$ cat src/rtl/sram_rw_port_arbiter_pkg.sv
// Shared definitions for the SRAM RW-port arbiter: macro geometry,
// requester ids and the request payload carried from each requester.
package sram_rw_port_arbiter_pkg;

  // Geometry of the 32x256 OpenRAM macro
  localparam int unsigned ADDR_WIDTH = 8;
  localparam int unsigned DATA_WIDTH = 32;
  localparam int unsigned NUM_WMASKS = DATA_WIDTH / 8;

  // Requester ids as carried down the response pipe
  localparam logic REQ_LSU = 1'b0;
  localparam logic REQ_LDR = 1'b1;

  typedef struct packed {
    logic                  we;
    logic [NUM_WMASKS-1:0] wmask;
    logic [ADDR_WIDTH-1:0] addr;
    logic [DATA_WIDTH-1:0] wdata;
  } sram_req_t;

  // Byte enables presented to the macro: reads never carry a mask
  function automatic logic [NUM_WMASKS-1:0] macro_wmask(input sram_req_t req);
    return req.we ? req.wmask : '0;
  endfunction

endpackage

$ cat src/rtl/sram_rsp_pipe.sv
// Two-stage response pipe for the SRAM RW port.
// Stage A records an issued request (valid/id/we) at the end of the issue
// cycle; stage B turns it into a one-cycle response and captures the macro
// read data, giving a fixed latency of two cycles.
// Ports:
//   clk, rstb          clock, async active-low reset
//   i_issue_valid/id/we  request granted this cycle
//   i_dout             macro read data (stable after the falling edge)
//   o_rsp0_valid/o_rsp1_valid  response strobe per requester
//   o_rsp_rdata        read data (0 for write acks), held between responses
module sram_rsp_pipe
  import sram_rw_port_arbiter_pkg::*;
(
  input  logic                  clk,
  input  logic                  rstb,
  input  logic                  i_issue_valid,
  input  logic                  i_issue_id,
  input  logic                  i_issue_we,
  input  logic [DATA_WIDTH-1:0] i_dout,
  output logic                  o_rsp0_valid,
  output logic                  o_rsp1_valid,
  output logic [DATA_WIDTH-1:0] o_rsp_rdata
);

  logic                  r_a_valid;
  logic                  r_a_id;
  logic                  r_a_we;
  logic                  r_rsp0_valid;
  logic                  r_rsp1_valid;
  logic [DATA_WIDTH-1:0] r_rsp_rdata;

  // Stage A: request in flight inside the macro
  always_ff @(posedge clk or negedge rstb) begin
    if (!rstb) begin
      r_a_valid <= 1'b0;
      r_a_id    <= REQ_LSU;
      r_a_we    <= 1'b0;
    end else begin
      r_a_valid <= i_issue_valid;
      r_a_id    <= i_issue_id;
      r_a_we    <= i_issue_we;
    end
  end

  // Stage B: response registers; data only moves when a response is produced
  always_ff @(posedge clk or negedge rstb) begin
    if (!rstb) begin
      r_rsp0_valid <= 1'b0;
      r_rsp1_valid <= 1'b0;
      r_rsp_rdata  <= '0;
    end else begin
      r_rsp0_valid <= r_a_valid && (r_a_id == REQ_LSU);
      r_rsp1_valid <= r_a_valid && (r_a_id == REQ_LDR);
      if (r_a_valid) begin
        r_rsp_rdata <= r_a_we ? '0 : i_dout;
      end
    end
  end

  assign o_rsp0_valid = r_rsp0_valid;
  assign o_rsp1_valid = r_rsp1_valid;
  assign o_rsp_rdata  = r_rsp_rdata;

endmodule

$ cat src/rtl/sram_rw_port_arbiter.sv
// Round-robin arbiter sharing the RW port (port 0) of the OpenRAM macro
// between the core LSU (req0) and the loader/debug path (req1).
// Ports:
//   clk, rstb                 clock, async active-low reset
//   reqN_valid/ready          request handshake (ready = grant, combinational)
//   reqN_we/wmask/addr/wdata  request fields, held stable until accepted
//   rsp0_valid/rsp1_valid     in-order responses, latency 2
//   rsp_rdata                 read data (0 for write acks)
//   csb0/web0/wmask0/addr0/din0  macro pins, combinational from the grant
//   dout0                     macro read data
module sram_rw_port_arbiter
  import sram_rw_port_arbiter_pkg::*;
(
  input  logic                  clk,
  input  logic                  rstb,
  input  logic                  req0_valid,
  output logic                  req0_ready,
  input  logic                  req0_we,
  input  logic [NUM_WMASKS-1:0] req0_wmask,
  input  logic [ADDR_WIDTH-1:0] req0_addr,
  input  logic [DATA_WIDTH-1:0] req0_wdata,
  input  logic                  req1_valid,
  output logic                  req1_ready,
  input  logic                  req1_we,
  input  logic [NUM_WMASKS-1:0] req1_wmask,
  input  logic [ADDR_WIDTH-1:0] req1_addr,
  input  logic [DATA_WIDTH-1:0] req1_wdata,
  output logic                  rsp0_valid,
  output logic                  rsp1_valid,
  output logic [DATA_WIDTH-1:0] rsp_rdata,
  output logic                  csb0,
  output logic                  web0,
  output logic [NUM_WMASKS-1:0] wmask0,
  output logic [ADDR_WIDTH-1:0] addr0,
  output logic [DATA_WIDTH-1:0] din0,
  input  logic [DATA_WIDTH-1:0] dout0
);

  sram_req_t w_req0;
  sram_req_t w_req1;
  sram_req_t w_sel;
  logic      w_grant0;
  logic      w_grant1;
  logic      w_issue;
  logic      w_issue_id;
  logic      r_prio;

  assign w_req0 = '{we: req0_we, wmask: req0_wmask, addr: req0_addr, wdata: req0_wdata};
  assign w_req1 = '{we: req1_we, wmask: req1_wmask, addr: req1_addr, wdata: req1_wdata};

  // Grant: a lone requester always wins, a tie goes to the priority holder.
  // rstb gates the grant so nothing reaches the macro while reset is held.
  always_comb begin
    w_grant0 = 1'b0;
    w_grant1 = 1'b0;
    if (rstb) begin
      w_grant0 = req0_valid && (!req1_valid || (r_prio == REQ_LSU));
      w_grant1 = req1_valid && (!req0_valid || (r_prio == REQ_LDR));
    end
  end

  assign w_issue    = w_grant0 | w_grant1;
  assign w_issue_id = w_grant1 ? REQ_LDR : REQ_LSU;
  assign w_sel      = w_grant1 ? w_req1 : w_req0;
  assign req0_ready = w_grant0;
  assign req1_ready = w_grant1;

  // Priority flips to the other requester after every grant
  always_ff @(posedge clk or negedge rstb) begin
    if (!rstb) begin
      r_prio <= REQ_LSU;
    end else if (w_grant0) begin
      r_prio <= REQ_LDR;
    end else if (w_grant1) begin
      r_prio <= REQ_LSU;
    end
  end

  // Macro pin drive; idle pins are parked at deselect with zeroed buses
  always_comb begin
    csb0   = 1'b1;
    web0   = 1'b1;
    wmask0 = '0;
    addr0  = '0;
    din0   = '0;
    if (w_issue) begin
      csb0   = 1'b0;
      web0   = ~w_sel.we;
      wmask0 = macro_wmask(w_sel);
      addr0  = w_sel.addr;
      din0   = w_sel.wdata;
    end
  end

  sram_rsp_pipe u_rsp_pipe (
    .clk           (clk),
    .rstb          (rstb),
    .i_issue_valid (w_issue),
    .i_issue_id    (w_issue_id),
    .i_issue_we    (w_sel.we),
    .i_dout        (dout0),
    .o_rsp0_valid  (rsp0_valid),
    .o_rsp1_valid  (rsp1_valid),
    .o_rsp_rdata   (rsp_rdata)
  );

endmodule
$ cat config.mk
export PLATFORM = sky130hd
export DESIGN_NAME = sram_rw_port_arbiter
export DESIGN_NICKNAME = d
export VERILOG_FILES = /design/src/rtl/sram_rw_port_arbiter_pkg.sv /design/src/rtl/sram_rsp_pipe.sv /design/src/rtl/sram_rw_port_arbiter.sv
export SDC_FILE = /design/constraint.sdc
export NUM_CORES = 1
export LEC_CHECK = 0
export ABC_AREA = 1
export CAP_MARGIN = 20
export CORE_ASPECT_RATIO = 0.75
export CORE_UTILIZATION = 29
export CTS_CLUSTER_SIZE = 20
export DETAILED_ROUTE_END_ITERATION = 7
export PLACE_DENSITY_LB_ADDON = 0.15
export SLEW_MARGIN = 40
export SYNTH_ARGS = -nofsm -noshare
export SYNTH_HDL_FRONTEND = slang
export SYNTH_SLANG_ARGS = --single-unit
$ cat constraint.sdc
create_clock -name clk -period 1.2 [get_ports clk]
set_clock_uncertainty 0.05 [all_clocks]
set_input_delay 0.12 -clock clk [delete_from_list [all_inputs] [get_ports clk]]
set_output_delay 0.12 -clock clk [all_outputs]
set_load 0.01 [all_outputs]
==> impl_results.md <==
* Buffers on Ports at about 210
* Routed WL at a little over 9000 um
* Failing checks: setup timing
* Slew HR at between 60% and 70%
* YS warnings at 0
* Synth-to-Final Area Change at 109%
* Drt wl/cell at 14.1 um
* Final Hold Vio Count at 0
* Yosys reg bits at 38
* Status: finished, violations left
* Clock transition at path regs at about 70 ps
* CP arrival at about 1500 ps
* TritonCTS Buffers at 5
* Measured slew at the worst slew-check pin at 476 ps
* Die height at 80.2 um
* Dominant cells by area after synthesis: dfrtp_1 40%, nand2_1 17%, a21oi_2 7.0%
* H-tree levels at 2
* Fillers at 740
* Vias in the first global route at 2892
* All-Layer GR Usage at 20.6%
* Hold_ws at approximately 180 ps
* Syn Inst Count at approximately 320
* EDFF count, synth at 0
* 1st-iter DRT viols at ~110
* Share of the synthesized area in the top cell type at 40.3%
* GRT overflow at 0
* Final Setup Violations at 48
* Clk_lat worst skew at around 280 ps
* Clock sink count at 38
* Die area at 0.00851 mm2
* Max Slew Vio Count at 0
* Largest net degree at the start of global routing at 39
* Worst-path fanout max at 6
* Final setup margin at -513 ps
* Via count at about 2900
* TNS Setup at -20650 ps
* Layout Nets at between 600 and 700
* Type of element capturing the critical path: output pin
* Diodes inserted at 0
* Startpoint types: register
* Row count at 28
* Syn Area/Cell at roughly 7.5 um2
* Final HPWL DP at 6010 um
* Max Freq at roughly 600 MHz
* Most common cell in the synthesized netlist: nand2_1
* Via density per instance at 4.47
* Top cells by count, synth: 104 x nand2_1, 42 x inv_1, 38 x dfrtp_1, 30 x o21ai_1
* Max Cap Viol at 0
* Crit Path Class: reg2out
* Hold WC Path Type: in2reg
* Leak pwr at 0.00252 uW
* Unrepaired setup endpoints after global routing: true
* RD Place Congestion at just under 0.8
* Worst vdd ir at around 0.48 mV
* Syn nets at 442
* Longest Clk Path Bufs at 2
* I/O Pins at roughly 210
* Root buf cell: clkbuf_8
* First-pass GRT wire length at about 14000 um
* Share of layout cells above drive strength 1 at 33.7%
* Design area at about 0.0049 mm2
* Synth Flop Type: dfrtp_1
* Core area at about 0.008 mm2
* Final ANT Viol Nets at 0
* TritonCTS clock tree: built
* Area after DPL at around 0.0045 mm2
* Initial Util at between 20 and 30%
* Number of iterations in the first detailed-routing pass at 4
* Post-synth top area cell: dfrtp_1
* Synthesized area at between 0.002 and 0.0025 mm2
* Crit path time final at about 1700 ps
* Pwr/cell area at roughly 830 mW/mm2
* Initial antenna violation count at 0
* DIE WIDTH at 106 um
* Post-synthesis sequential area ratio at 40.3%
* Post-route insts no fill at around 650
* Worst Path Required at a little over 1000 ps
* Async set-reset flop share out of synthesis at 100%
* Placed cell count at 621
* Tcrit/Tclk final at 143%
* Cell variety after synth at 23
* DRC viols at 0
path summary, 6_finish.rpt:
check / cells after the start / end / slack, ps / from
max: 9 / din0[30] / -510 / r_prio$_DFFE_PN0P_
min: 4 / r_prio$_DFFE_PN0P_ / 180 / req1_valid
max reg2reg: 7 / u_rsp_pipe.r_a_id$_DFF_PN0_ / -80 / r_prio$_DFFE_PN0P_
min reg2reg: 1 / u_rsp_pipe.o_rsp0_valid$_DFF_PN0_ / 390 / u_rsp_pipe.r_a_id$_DFF_PN0_
max in group asynchronous: 3 / u_rsp_pipe.o_rsp_rdata[17]$_DFFE_PN0P_ / 340 / rstb
min in group asynchronous: 3 / u_rsp_pipe.o_rsp_rdata[4]$_DFFE_PN0P_ / 430 / rstb
worst max-delay path, stage by stage, from the launching register on:
cell and delay, ps:
dfrtp_1 370, inv_2 80, nand2_4 70, nand2_8 110, buf_12 130, buf_16 170, clkinv_8 80, nand2_2 60
a21oi_2 40, buf_2 140
final cells by class:
class / count / area [um2] / share of cell area, %
repair buffers: 235 / 2210 / 44.8
repair inverters: 7 / 108 / 2.18
clock buffers: 6 / 82.6 / 1.68
multi-input cells: 214 / 1250 / 25.4
inverters: 46 / 196 / 3.99
well taps: 105 / 131 / 2.67
flip-flops and latches: 38 / 951 / 19.3
state kept, by name (all words and copies together), names as in the netlist:
register / cells
u_rsp_pipe.r_a_id: 1
u_rsp_pipe.o_rsp1_valid: 1
u_rsp_pipe.o_rsp_rdata: 32
u_rsp_pipe.r_a_valid: 1
r_prio: 1
u_rsp_pipe.o_rsp0_valid: 1
u_rsp_pipe.r_a_we: 1
routing by layer:
| layer | vias up | track usage (%) | wire length, um | share of wire (%) |
|---|---|---|---|---|
| li1 | 1441 | - | - | - |
| met1 | 1350 | 24.8 | 3810 | 42 |
| met2 | 106 | 35.7 | 4640 | 51 |
| met3 | 13 | 6.33 | 647 | 7.0 |
| met4 | 0 | 5.14 | 82 | 0.89 |
| met5 | - | 0 | 0 | 0 |
placed cells by master, fill, tap and decap left out, types with 2 or more instances in the layout:
master	instances
dfrtp_1	38
buf_6	10
nor2_1	4
buf_12	5
inv_8	2
clkinv_8	2
clkbuf_8	6
buf_4	9
inv_16	2
o21ai_1	32
nand2_4	9
inv_12	2
clkdlybuf4s50_1	122
nand3_2	2
inv_2	4
clkbuf_2	3
buf_2	45
nand3_1	3
dlygate4sd2_1	34
nand2_1	79
a21oi_2	33
nand2_2	38
inv_1	39
buf_16	2
bufbuf_16	2
a21oi_1	7
repair_timing:
item,CTS,global route
hold buffers,1,0
setup buffers,7,9
setup endpoints to repair,82,52
hold endpoints to repair,38,0
gates resized for setup,258,70
pin swaps,11,16
cloned,9,3
cell families after synthesis:
kind of cell           share of synthesized area [%]
AO/OA/AOI/OAI                                   18.8
buffers and inverters                           14.9
flip-flops                                      40.3
AND/OR/NAND/NOR                                 26.0
power by group:
group          switching (uW)  total, uW  leakage (uW)  internal (uW)
Combinational             809       1760       0.00198            947
Sequential               66.3       1490      0.000493           1420
Clock                     394        836     0.0000431            442
Total                    1270       4080       0.00252           2810
per-stage QoR:
step / worst slack, ps / total power, uW / util, %
finish: -513 / 4080 / 62.5
global route: -606 / 4350 / 62.5
CTS: -479 / 4000 / 59.2
detailed placement: -885 / 3160 / 57.3
global placement: -840 / 3140 / 57.3
floorplan: 5.33 / 2140 / -
Note: power is estimated with default switching activity, not from simulation.
